<file path="src/rtl/sia_pkg.sv">
// Shared definitions for the Serial Interface Adapter (sia_uart):
// register offsets, STATUS bit positions and the TX/RX state encoding.
package sia_pkg;

    // Register offsets on adr_i
    localparam logic [1:0] REG_DATA   = 2'd0;
    localparam logic [1:0] REG_STATUS = 2'd1;
    localparam logic [1:0] REG_DIV    = 2'd2;
    localparam logic [1:0] REG_IRQEN  = 2'd3;

    // STATUS bit positions
    localparam int ST_RX_AVAIL  = 0;
    localparam int ST_TX_SPACE  = 1;
    localparam int ST_TX_IDLE   = 2;
    localparam int ST_RX_OVF    = 3;
    localparam int ST_FRAME_ERR = 4;
    localparam int ST_TX_OVF    = 5;

    // IRQEN bit positions
    localparam int IE_RX_AVAIL = 0;
    localparam int IE_TX_IDLE  = 1;
    localparam int IE_ERR      = 2;

    // Frame phase shared by the transmitter and the receiver
    typedef enum logic [1:0] {
        IDLE  = 2'd0,
        START = 2'd1,
        DATA  = 2'd2,
        STOP  = 2'd3
    } sia_state_e;

endpackage

</file>
<file path="src/rtl/sia_fifo.sv">
// Byte-wide synchronous FIFO, 2**LOG2 entries, show-ahead read port.
// Push and pop together are accepted at any fill level; a pop on an
// empty FIFO is ignored, and a push into a full FIFO only succeeds when
// a pop frees a slot in the same cycle.
module sia_fifo
    import sia_pkg::*;
#(
    parameter int LOG2 = 4
) (
    input  logic       clk_i,
    input  logic       reset_in,
    input  logic       push,
    input  logic       pop,
    input  logic [7:0] din,
    output logic [7:0] dout,
    output logic       full,
    output logic       empty
);

    localparam int              DEPTH    = 1 << LOG2;
    localparam logic [LOG2:0]   FULL_CNT = (LOG2 + 1)'(DEPTH);

    logic [7:0]      mem [DEPTH];
    logic [LOG2-1:0] wr_ptr;
    logic [LOG2-1:0] rd_ptr;
    logic [LOG2:0]   count;
    logic            do_push;
    logic            do_pop;

    assign empty   = (count == '0);
    assign full    = (count == FULL_CNT);
    assign do_pop  = pop & ~empty;
    assign do_push = push & (~full | do_pop);
    assign dout    = mem[rd_ptr];

    // Pointer and occupancy bookkeeping; pointers wrap naturally at DEPTH
    always_ff @(posedge clk_i or negedge reset_in) begin
        if (!reset_in) begin
            wr_ptr <= '0;
            rd_ptr <= '0;
            count  <= '0;
        end else begin
            if (do_push) wr_ptr <= wr_ptr + LOG2'(1);
            if (do_pop)  rd_ptr <= rd_ptr + LOG2'(1);
            count <= count + (LOG2 + 1)'(do_push) - (LOG2 + 1)'(do_pop);
        end
    end

    // Storage array; contents are don't-care until written
    always_ff @(posedge clk_i) begin
        if (do_push) mem[wr_ptr] <= din;
    end

endmodule

</file>
<file path="src/rtl/sia_uart.sv">
// Serial Interface Adapter: 16-bit Wishbone slave with one 8N1 UART,
// 16-entry TX and RX FIFOs, programmable bit divisor, sticky error
// flags and a level interrupt.
module sia_uart
    import sia_pkg::*;
#(
    parameter logic [15:0] DEFAULT_DIV = 16'd217,
    parameter int          FIFO_LOG2   = 4
) (
    input  logic        clk_i,
    input  logic        reset_in,
    input  logic [1:0]  adr_i,
    input  logic [15:0] dat_i,
    input  logic [1:0]  sel_i,
    input  logic        cyc_i,
    input  logic        stb_i,
    input  logic        we_i,
    output logic        ack_o,
    output logic [15:0] dat_o,
    output logic        txd_o,
    input  logic        rxd_i,
    output logic        irq_o
);

    logic [15:0] divisor;
    logic [15:0] div_new;
    logic [2:0]  irq_en;
    logic        rx_ovf, frame_err, tx_ovf;
    logic [15:0] status;
    logic [15:0] rd_mux;

    logic        bus_wr, bus_rd;
    logic        tx_push, tx_pop, tx_full, tx_empty;
    logic [7:0]  tx_dout;
    logic        rx_push, rx_pop, rx_full, rx_empty;
    logic [7:0]  rx_dout;

    sia_state_e  tx_state;
    logic [15:0] tx_cnt;
    logic [2:0]  tx_bit;
    logic [7:0]  tx_shift;
    logic        tx_load, tx_idle;

    sia_state_e  rx_state;
    logic [15:0] rx_cnt;
    logic [2:0]  rx_bit;
    logic [7:0]  rx_shift;
    logic        rx_meta, rx_s, rx_brk;
    logic        rx_done, frame_set, rx_ovf_set, tx_ovf_set, status_clr;

    // Side effects only happen in the ack cycle, when the bus is still held
    assign bus_wr     = ack_o & we_i;
    assign bus_rd     = ack_o & ~we_i;
    assign tx_push    = bus_wr & (adr_i == REG_DATA) & sel_i[0];
    assign rx_pop     = bus_rd & (adr_i == REG_DATA) & ~rx_empty;
    assign status_clr = bus_rd & (adr_i == REG_STATUS);

    // A pop that coincides with a push into a full FIFO makes room, so no overflow
    assign tx_ovf_set = tx_push & tx_full & ~tx_pop;
    assign rx_ovf_set = rx_push & rx_full & ~rx_pop;

    sia_fifo #(.LOG2(FIFO_LOG2)) u_tx_fifo (
        .clk_i   (clk_i),
        .reset_in(reset_in),
        .push    (tx_push),
        .pop     (tx_pop),
        .din     (dat_i[7:0]),
        .dout    (tx_dout),
        .full    (tx_full),
        .empty   (tx_empty)
    );

    sia_fifo #(.LOG2(FIFO_LOG2)) u_rx_fifo (
        .clk_i   (clk_i),
        .reset_in(reset_in),
        .push    (rx_push),
        .pop     (rx_pop),
        .din     (rx_shift),
        .dout    (rx_dout),
        .full    (rx_full),
        .empty   (rx_empty)
    );

    // Registered acknowledge: one wait state, held strobe acked every other cycle
    always_ff @(posedge clk_i or negedge reset_in) begin
        if (!reset_in) ack_o <= 1'b0;
        else           ack_o <= cyc_i & stb_i & ~ack_o;
    end

    // Byte-lane merge of a DIVISOR write; values below 2 are clamped to 2
    always_comb begin
        div_new = {sel_i[1] ? dat_i[15:8] : divisor[15:8],
                   sel_i[0] ? dat_i[7:0]  : divisor[7:0]};
        if (div_new < 16'd2) div_new = 16'd2;
    end

    // Writable configuration registers
    always_ff @(posedge clk_i or negedge reset_in) begin
        if (!reset_in) begin
            divisor <= DEFAULT_DIV;
            irq_en  <= '0;
        end else if (bus_wr) begin
            if (adr_i == REG_DIV) divisor <= div_new;
            if (adr_i == REG_IRQEN && sel_i[0]) irq_en <= dat_i[2:0];
        end
    end

    // Sticky flags: a STATUS read clears them, but a same-cycle set wins
    always_ff @(posedge clk_i or negedge reset_in) begin
        if (!reset_in) begin
            rx_ovf    <= 1'b0;
            frame_err <= 1'b0;
            tx_ovf    <= 1'b0;
        end else begin
            rx_ovf    <= rx_ovf_set | (rx_ovf & ~status_clr);
            frame_err <= frame_set  | (frame_err & ~status_clr);
            tx_ovf    <= tx_ovf_set | (tx_ovf & ~status_clr);
        end
    end

    // STATUS word and read-data mux; dat_o is forced to 0 outside read acks
    always_comb begin
        status               = '0;
        status[ST_RX_AVAIL]  = ~rx_empty;
        status[ST_TX_SPACE]  = ~tx_full;
        status[ST_TX_IDLE]   = tx_idle;
        status[ST_RX_OVF]    = rx_ovf;
        status[ST_FRAME_ERR] = frame_err;
        status[ST_TX_OVF]    = tx_ovf;
        case (adr_i)
            REG_DATA:   rd_mux = {8'h00, rx_empty ? 8'h00 : rx_dout};
            REG_STATUS: rd_mux = status;
            REG_DIV:    rd_mux = divisor;
            default:    rd_mux = {13'd0, irq_en};
        endcase
    end

    assign dat_o = bus_rd ? rd_mux : 16'h0000;

    // Level interrupt, one register of latency
    always_ff @(posedge clk_i or negedge reset_in) begin
        if (!reset_in) irq_o <= 1'b0;
        else irq_o <= (irq_en[IE_RX_AVAIL] & ~rx_empty)
                    | (irq_en[IE_TX_IDLE]  & tx_idle)
                    | (irq_en[IE_ERR]      & (rx_ovf | frame_err | tx_ovf));
    end

    // ---------------- Transmitter ----------------
    // A byte is loaded from IDLE, or straight from the last STOP clock so
    // queued bytes go out back-to-back
    assign tx_load = ~tx_empty & ((tx_state == IDLE) ||
                                  (tx_state == STOP && tx_cnt == 16'd0));
    assign tx_pop  = tx_load;
    assign tx_idle = tx_empty & (tx_state == IDLE);
    assign txd_o   = (tx_state == START) ? 1'b0 :
                     (tx_state == DATA)  ? tx_shift[0] : 1'b1;

    // TX phase sequencing; each phase/bit lasts divisor clocks
    always_ff @(posedge clk_i or negedge reset_in) begin
        if (!reset_in) begin
            tx_state <= IDLE;
            tx_cnt   <= '0;
            tx_bit   <= '0;
        end else if (tx_load) begin
            tx_state <= START;
            tx_cnt   <= divisor - 16'd1;
        end else if (tx_state != IDLE) begin
            if (tx_cnt != 16'd0) begin
                tx_cnt <= tx_cnt - 16'd1;
            end else begin
                tx_cnt <= divisor - 16'd1;
                case (tx_state)
                    START: begin
                        tx_state <= DATA;
                        tx_bit   <= '0;
                    end
                    DATA: begin
                        if (tx_bit == 3'd7) tx_state <= STOP;
                        else                tx_bit   <= tx_bit + 3'd1;
                    end
                    default: tx_state <= IDLE;
                endcase
            end
        end
    end

    // TX shift register, LSB first
    always_ff @(posedge clk_i) begin
        if (tx_load)                                  tx_shift <= tx_dout;
        else if (tx_state == DATA && tx_cnt == 16'd0) tx_shift <= {1'b0, tx_shift[7:1]};
    end

    // ---------------- Receiver ----------------
    // Two-flop synchronizer for the asynchronous serial input
    always_ff @(posedge clk_i or negedge reset_in) begin
        if (!reset_in) begin
            rx_meta <= 1'b1;
            rx_s    <= 1'b1;
        end else begin
            rx_meta <= rxd_i;
            rx_s    <= rx_meta;
        end
    end

    assign rx_done   = (rx_state == STOP) && (rx_cnt == 16'd0);
    assign rx_push   = rx_done & rx_s;
    assign frame_set = rx_done & ~rx_s;

    // RX phase sequencing. IDLE is only entered with the line high (or with
    // rx_brk waiting for it), so a low level in IDLE is a falling edge.
    always_ff @(posedge clk_i or negedge reset_in) begin
        if (!reset_in) begin
            rx_state <= IDLE;
            rx_cnt   <= '0;
            rx_bit   <= '0;
            rx_brk   <= 1'b0;
        end else if (rx_state == IDLE) begin
            if (rx_brk) begin
                if (rx_s) rx_brk <= 1'b0;
            end else if (!rx_s) begin
                rx_state <= START;
                rx_cnt   <= {1'b0, divisor[15:1]} - 16'd1;
            end
        end else if (rx_cnt != 16'd0) begin
            rx_cnt <= rx_cnt - 16'd1;
        end else begin
            rx_cnt <= divisor - 16'd1;
            case (rx_state)
                START: begin
                    if (rx_s) begin
                        rx_state <= IDLE;
                    end else begin
                        rx_state <= DATA;
                        rx_bit   <= '0;
                    end
                end
                DATA: begin
                    if (rx_bit == 3'd7) rx_state <= STOP;
                    else                rx_bit   <= rx_bit + 3'd1;
                end
                default: begin
                    rx_state <= IDLE;
                    if (!rx_s) rx_brk <= 1'b1;
                end
            endcase
        end
    end

    // RX shift register, LSB arrives first
    always_ff @(posedge clk_i) begin
        if (rx_state == DATA && rx_cnt == 16'd0) rx_shift <= {rx_s, rx_shift[7:1]};
    end

endmodule
</file>
<file path="config.mk">
export PLATFORM = sky130hd
export DESIGN_NAME = sia_uart
export DESIGN_NICKNAME = d
export VERILOG_FILES = /design/src/rtl/sia_pkg.sv /design/src/rtl/sia_fifo.sv /design/src/rtl/sia_uart.sv
export SDC_FILE = /design/constraint.sdc
export NUM_CORES = 1
export LEC_CHECK = 0
export CAP_MARGIN = 20
export CORE_MARGIN = 3
export CORE_UTILIZATION = 30
export DETAILED_ROUTE_END_ITERATION = 16
export HOLD_SLACK_MARGIN = 0.1
export RECOVER_POWER = 25
export SYNTH_ARGS = -nofsm -noshare
export SYNTH_HDL_FRONTEND = slang
export SYNTH_SLANG_ARGS = --single-unit
</file>
<file path="constraint.sdc">
create_clock -name clk_i -period 4.9 [get_ports clk_i]
set_input_delay 0.49 -clock clk_i [delete_from_list [all_inputs] [get_ports clk_i]]
set_output_delay 0.49 -clock clk_i [all_outputs]
set_load 0.05 [all_outputs]
</file>
==> results.yml, run 1 <==
worst_setup_path:
  worst_ep_arrival_time_ns: 3.75
  r2r_start: "tx_cnt[0]"
  cp_max_fo: 19
  worstRegToRegCells: 16
  r2r_slack_ns: 1.08
  worstSetupEndpointType: "primary output"
  worstSetupStartpointType: "register"
  critPathKind: "reg2out"
  worstReg2RegEnd: "u_tx_fifo.count[4]"
  crit_start: "u_rx_fifo.rd_ptr[1]"
  critical_path_required_ns: 4.41
  crit_end: "dat_o[0]"
layout:
  n_fill_cell: 5236
  postLayoutCellArea_um2: 19500
  antennaDiodeCount: 0
  fin_cells: 1991
  drive_gt1_share_pct: 17.7
  final_cell_mix: "edfxtp_1, dfrtp_1, nand2_1"
  nets: 1280
  syn_to_final_growth_pct: 16.4
  final_common_cell: "edfxtp_1"
global_route:
  antenna_found_initial: 2
  grt_usage_pct: 13.4
  overflow: 0
  first_global_vias: 10158
  grt_pass1_wl_mm: 62.1
  grt_max_degree: 60
routing:
  drtAntennaViolNets: 0
  drt_pre_antenna_iters: 5
  routedWlPerCell_um: 19.7
  drc: 0
  via_per_inst: 5.05
  first_iter_violations: 921
  vias: 10046
  wl_mm: 39.3
job:
  drv_cap: 0
logic_synthesis:
  synth_top_family_by_area: "multiplexers"
  synthSimpleGateAreaFrac_pct: 9.41
  async_flop_share_pct: 25.9
  syn_area_per_cell_um2: 14.6
  synthCells: 1146
  yosysSeqAreaShare_pct: 62.9
  synth_ff_type: "edfxtp_1"
  synth_compound_area_share_pct: 6.31
  synthesis.area_um2: 16800
  ys_types: 77
  synth-seq-cells: 367
  synth-adder-area-share_pct: 3.22
  syn-num-nets: 1214
  synth-edff-count: 272
  synth_xor_xnor_area_share_pct: 2.45
  synthMuxAreaShare_pct: 13.1
  ys_warn_count: 0
power_and_ir_drop:
  p_per_area_nw_per_um2: 396
  irDropWorstVdd_mv: 0.299
  leakage_nw: 6.67
cts:
  htree_levels: 2
  cts_made_buffers: 40
  clock_path_buffers: 3
  post_cts_buffers: 0
  clock_sinks: 367
  cts_tree: "yes"
  root_buffer: "clkbuf_16"
  insertion_delay_ns: 0.54
  clk_pin_slew_ns: 0.06
floorplanning:
  start_util_pct: 30.4
  fp.dieH_um: 242
  rows: 86
  die_x_um: 242
  io_pins: 45
  dieArea_um2: 58800
  core_area_um2: 55200
sta:
  fin_tns_setup_ns: 0
  fin_worst_skew_ns: 0.0159
  slew_violations: 0
  finalCriticalPeriod_ns: 4.24
  slew_headroom_pct: 31.2
  rsz0062_at_grt: "no"
  finalWorstSetupSlack_ns: 0.663
  setup_viol: 0
  post-route-period-util_pct: 86.5
  worst_slew_pin_slew_ns: 1.03
  whs_ns: 0.364
  fmax_mhz: 236
  hold_violations: 0
place:
  hpwl_mm: 26.9
  dpl_cell_area_um2: 18200
  place_congestion: 0.850
  port_buffers: 44
  dp_slack_ns: 1.02
  place_inst: 1917
outcome:
  status: "finished clean"
hold_path:
  hold_class: "reg2reg"
[cells by family (layout without fill, tap and decap cells)]
family          Yosys count  in the layout
mux                     122            122
simple gates            309            309
compound gates          149            149
buf+inv                 110            207
fa+ha+maj                42             42
xor+xnor                 47             47
flops                   367            367
[metal layers]
metal	global-route usage, %	vias to the layer above	part of all wire [%]
li1	-	4540	-
met1	19.0	5147	45
met2	21.2	298	47
met3	2.72	59	6.3
met4	3.18	2	1.9
met5	0	-	0.033
[cell usage after synthesis (9+ instances only)]
master	n	area share, %
mux4_2	76	10
inv_1	50	1.1
edfxtp_1	272	49
mux2i_1	19	1.1
buf_1	15	0.34
nand2_1	80	1.8
o21ai_0	35	1.0
mux2_2	26	1.7
dfrtp_1	88	13
a21oi_1	26	0.78
nand3_1	22	0.66
xnor2_1	31	1.6
xor2_1	16	0.84
or4_1	12	0.54
nor4_1	15	0.56
ha_1	40	3.0
clkbuf_1	35	0.78
nor3_1	36	1.1
nor2_1	67	1.5
and2_1	16	0.60
nand2b_1	9	0.34
[final cells by class]
type	instances	area (um2)	area share [%]
Timing Repair Buffer	83	714	3.66
Tap cell	748	936	4.79
Sequential cell	367	10600	54.1
Clock inverter	21	246	1.26
Clock buffer	52	1080	5.52
Inverter	51	191	0.980
Multi-Input combinational cell	669	5810	29.7
[where the power goes]
part	internal, mW	total, mW	switching, mW
registers	3.43	3.64	0.204
logic	0.524	1.07	0.550
clock network	1.78	3.02	1.24
total	5.74	7.73	1.99
[worst min path at each step]
stage,slack [ns],cells after the start,from,end
5_1_grt,0.37,0,rx_meta,rx_s
4_1_cts,0.35,1,rxd_i,rx_meta
2_1_floorplan,0.19,0,reset_in,ack_o
3_3_place_gp,0.35,0,rx_meta,rx_s
3_5_place_dp,0.35,0,rx_meta,rx_s
6_report,0.36,0,rx_meta,rx_s
[repair_timing]
item	4_1_cts	5_1_grt
hold buffers	1	0
gates resized for setup	0	0
endpoints found under the hold margin	53	0
[state kept, by name (all words and copies together) (netlist names), 2 cells and up]
register / flops
u_tx_fifo.wr_ptr: 4
irq_en: 3
rx_state: 2
u_tx_fifo.rd_ptr: 4
u_rx_fifo.count: 5
u_rx_fifo.mem: 128
rx_cnt: 16
tx_bit: 3
tx_shift: 8
tx_state: 2
u_rx_fifo.rd_ptr: 4
divisor: 16
rx_shift: 8
u_rx_fifo.wr_ptr: 4
u_tx_fifo.mem: 128
tx_cnt: 16
rx_bit: 3
u_tx_fifo.count: 5
[critical path: stages (launching register included)]
cell and delay (ns):
dfrtp_1 0.93, mux4_2 0.37, mux4_2 0.26, nor3_1 0.06, a211oi_1 0.63, clkdlybuf4s50_1 0.94
[per-stage QoR]
stage               util, %  power [mW]
floorplan                 -        4.43
global placement       33.0        4.76
detailed placement     33.0        4.78
CTS                    35.4        7.82
global route           35.4        8.06
finish                 35.4        7.73
Power figures use the tool's default switching activity.
==> run 2, diff against run 1 <==
CTS_BUF_LIST = sky130_fd_sc_hd__clkbuf_8   (was default)
==> run 2 against run 1 <==
Clock skew grew 0.015 ns. Final cell count is 1.9% higher. Worst setup slack got worse by 0.064 ns. Global-route usage grew 0.16 points.
==> results.yml, run 2 (same netlist as run 1, synthesis figures left out) <==
outcome:
  status: "finished clean"
routing:
  via_per_inst: 5.01
  drtAntennaViolNets: 0
  wl_met2_mm: 18.6
  drc: 0
  routedWlPerCell_um: 19.6
  vias: 10170
  wl_met3_mm: 2.86
  top_layer_used: "met5"
  first_iter_violations: 816
  wl_mm: 39.7
  drt-met1-wl_mm: 17.4
  drt_pre_antenna_iters: 5
sta:
  slew_violations: 0
  finalCriticalPeriod_ns: 4.30
  fmax_mhz: 233
  worst_slew_pin_slew_ns: 1.07
  slew_headroom_pct: 28.7
  post-route-period-util_pct: 87.8
  rsz0062_at_grt: "no"
  finalWorstSetupSlack_ns: 0.599
  hold_violations: 0
  fin_tns_setup_ns: 0
  setup_viol: 0
  fin_worst_skew_ns: 0.0308
place:
  hpwl_mm: 26.9
  port_buffers: 44
  place_congestion: 0.850
  dp_slack_ns: 1.02
layout:
  largestRegisters: "u_rx_fifo.mem: 128 flops, u_tx_fifo.mem: 128 flops"
  final_util_pct: 35.1
  final_cell_mix: "edfxtp_1, dfrtp_1, nand2_1"
  nets: 1299
  final_common_cell: "edfxtp_1"
  seq_area_um2: 10600
  n_fill_cell: 5297
  multi_input_area_um2: 5810
  antennaDiodeCount: 0
  drive_gt1_share_pct: 18.8
  syn_to_final_growth_pct: 15.4
floorplanning:
  io_pins: 45
  dieArea_um2: 58800
  rows: 86
  fp.dieH_um: 242
  die_x_um: 242
  start_util_pct: 30.4
  core_area_um2: 55200
global_route:
  grt_pass1_wl_mm: 62.6
  grt_usage_pct: 13.6
  first_global_vias: 10385
  antenna_found_initial: 2
  grt_max_degree: 60
  overflow: 0
cts:
  clock_path_buffers: 3
  insertion_delay_ns: 0.64
  cts_made_buffers: 59
  htree_levels: 2
  root_buffer: "clkbuf_8"
  cts_tree: "yes"
  clock_sinks: 367
  clk_pin_slew_ns: 0.06
power_and_ir_drop:
  p_per_area_nw_per_um2: 375
  leakage_nw: 6.69
  irDropWorstVdd_mv: 0.213
worst_setup_path:
  critical_path_required_ns: 4.41
  critPathKind: "reg2out"
  worstSetupEndpointType: "primary output"
  worst_ep_arrival_time_ns: 3.81
  worstSetupStartpointType: "register"
  cp_max_fo: 16
job:
  drv_cap: 0
hold_path:
  hold_class: "reg2reg"
run 2: cell count changes in the layout (fill, tap and decap cells not counted), sizes merged:
| cell | before | now |
|---|---|---|
| bufinv | 4 | 2 |
| clkbuf | 57 | 70 |
| clkinv | 14 | 24 |
| inv | 52 | 69 |
run 2: timing repair:
action / in CTS / in global routing
gates resized for setup: 0 / 0
hold buffers: 1 / 0
setup endpoints to repair: 0 / 0
setup buffers: 0 / 0
endpoints found under the hold margin: 53 / 0
run 2: path summary, 6_finish.rpt:
path	from	endpoint	slack (ns)	cells after the start
worst max-delay path	u_rx_fifo.rd_ptr[0]	dat_o[3]	0.60	7
max in group asynchronous	reset_in	rx_meta	3.37	3
worst min-delay path	rx_meta	rx_s	0.36	0
worst min register to register	rx_meta	rx_s	0.36	0
min in group asynchronous	reset_in	ack_o	0.46	2
worst max register to register	tx_cnt[0]	u_tx_fifo.count[4]	1.12	16
run 2: through the flow:
| stage | std cells | hold slack [ns] | power [mW] | area (um2) |
|---|---|---|---|---|
| floorplan | 1146 | 0.194 | 4.43 | 16800 |
| global placement | 1917 | 0.347 | 4.76 | 18200 |
| detailed placement | 1917 | 0.349 | 4.78 | 18200 |
| CTS | 2029 | 0.216 | 7.36 | 19400 |
| global route | 2029 | 0.353 | 7.63 | 19400 |
| finish | 2029 | 0.361 | 7.26 | 19400 |
run 2: final cells by class:
class / count / area share, %
Clock buffer: 65 / 4.62
Timing Repair Buffer: 83 / 3.69
Tap cell: 748 / 4.83
Multi-Input combinational cell: 669 / 30.0
Sequential cell: 367 / 54.5
Clock inverter: 46 / 1.35
Inverter: 51 / 0.989
run 2: worst max-delay path, cell delays in order, from the launching register on:
cell	delay (ns)
dfrtp_2	0.59
buf_4	0.38
mux4_2	0.28
mux2i_1	0.10
nand2_1	0.15
o211ai_1	0.12
a221oi_1	0.60
clkdlybuf4s50_1	0.93
run 2: routing by layer:
| layer | track usage [%] | vias up |
|---|---|---|
| li1 | - | 4593 |
| met2 | 21.4 | 328 |
| met5 | 0 | - |
| met1 | 18.8 | 5189 |
| met4 | 4.08 | 2 |
| met3 | 3.12 | 58 |
run 2: power breakdown:
part / internal, mW / switching, mW
Clock: 1.33 / 1.22
Sequential: 3.44 / 0.202
Combinational: 0.523 / 0.548
Total: 5.29 / 1.97
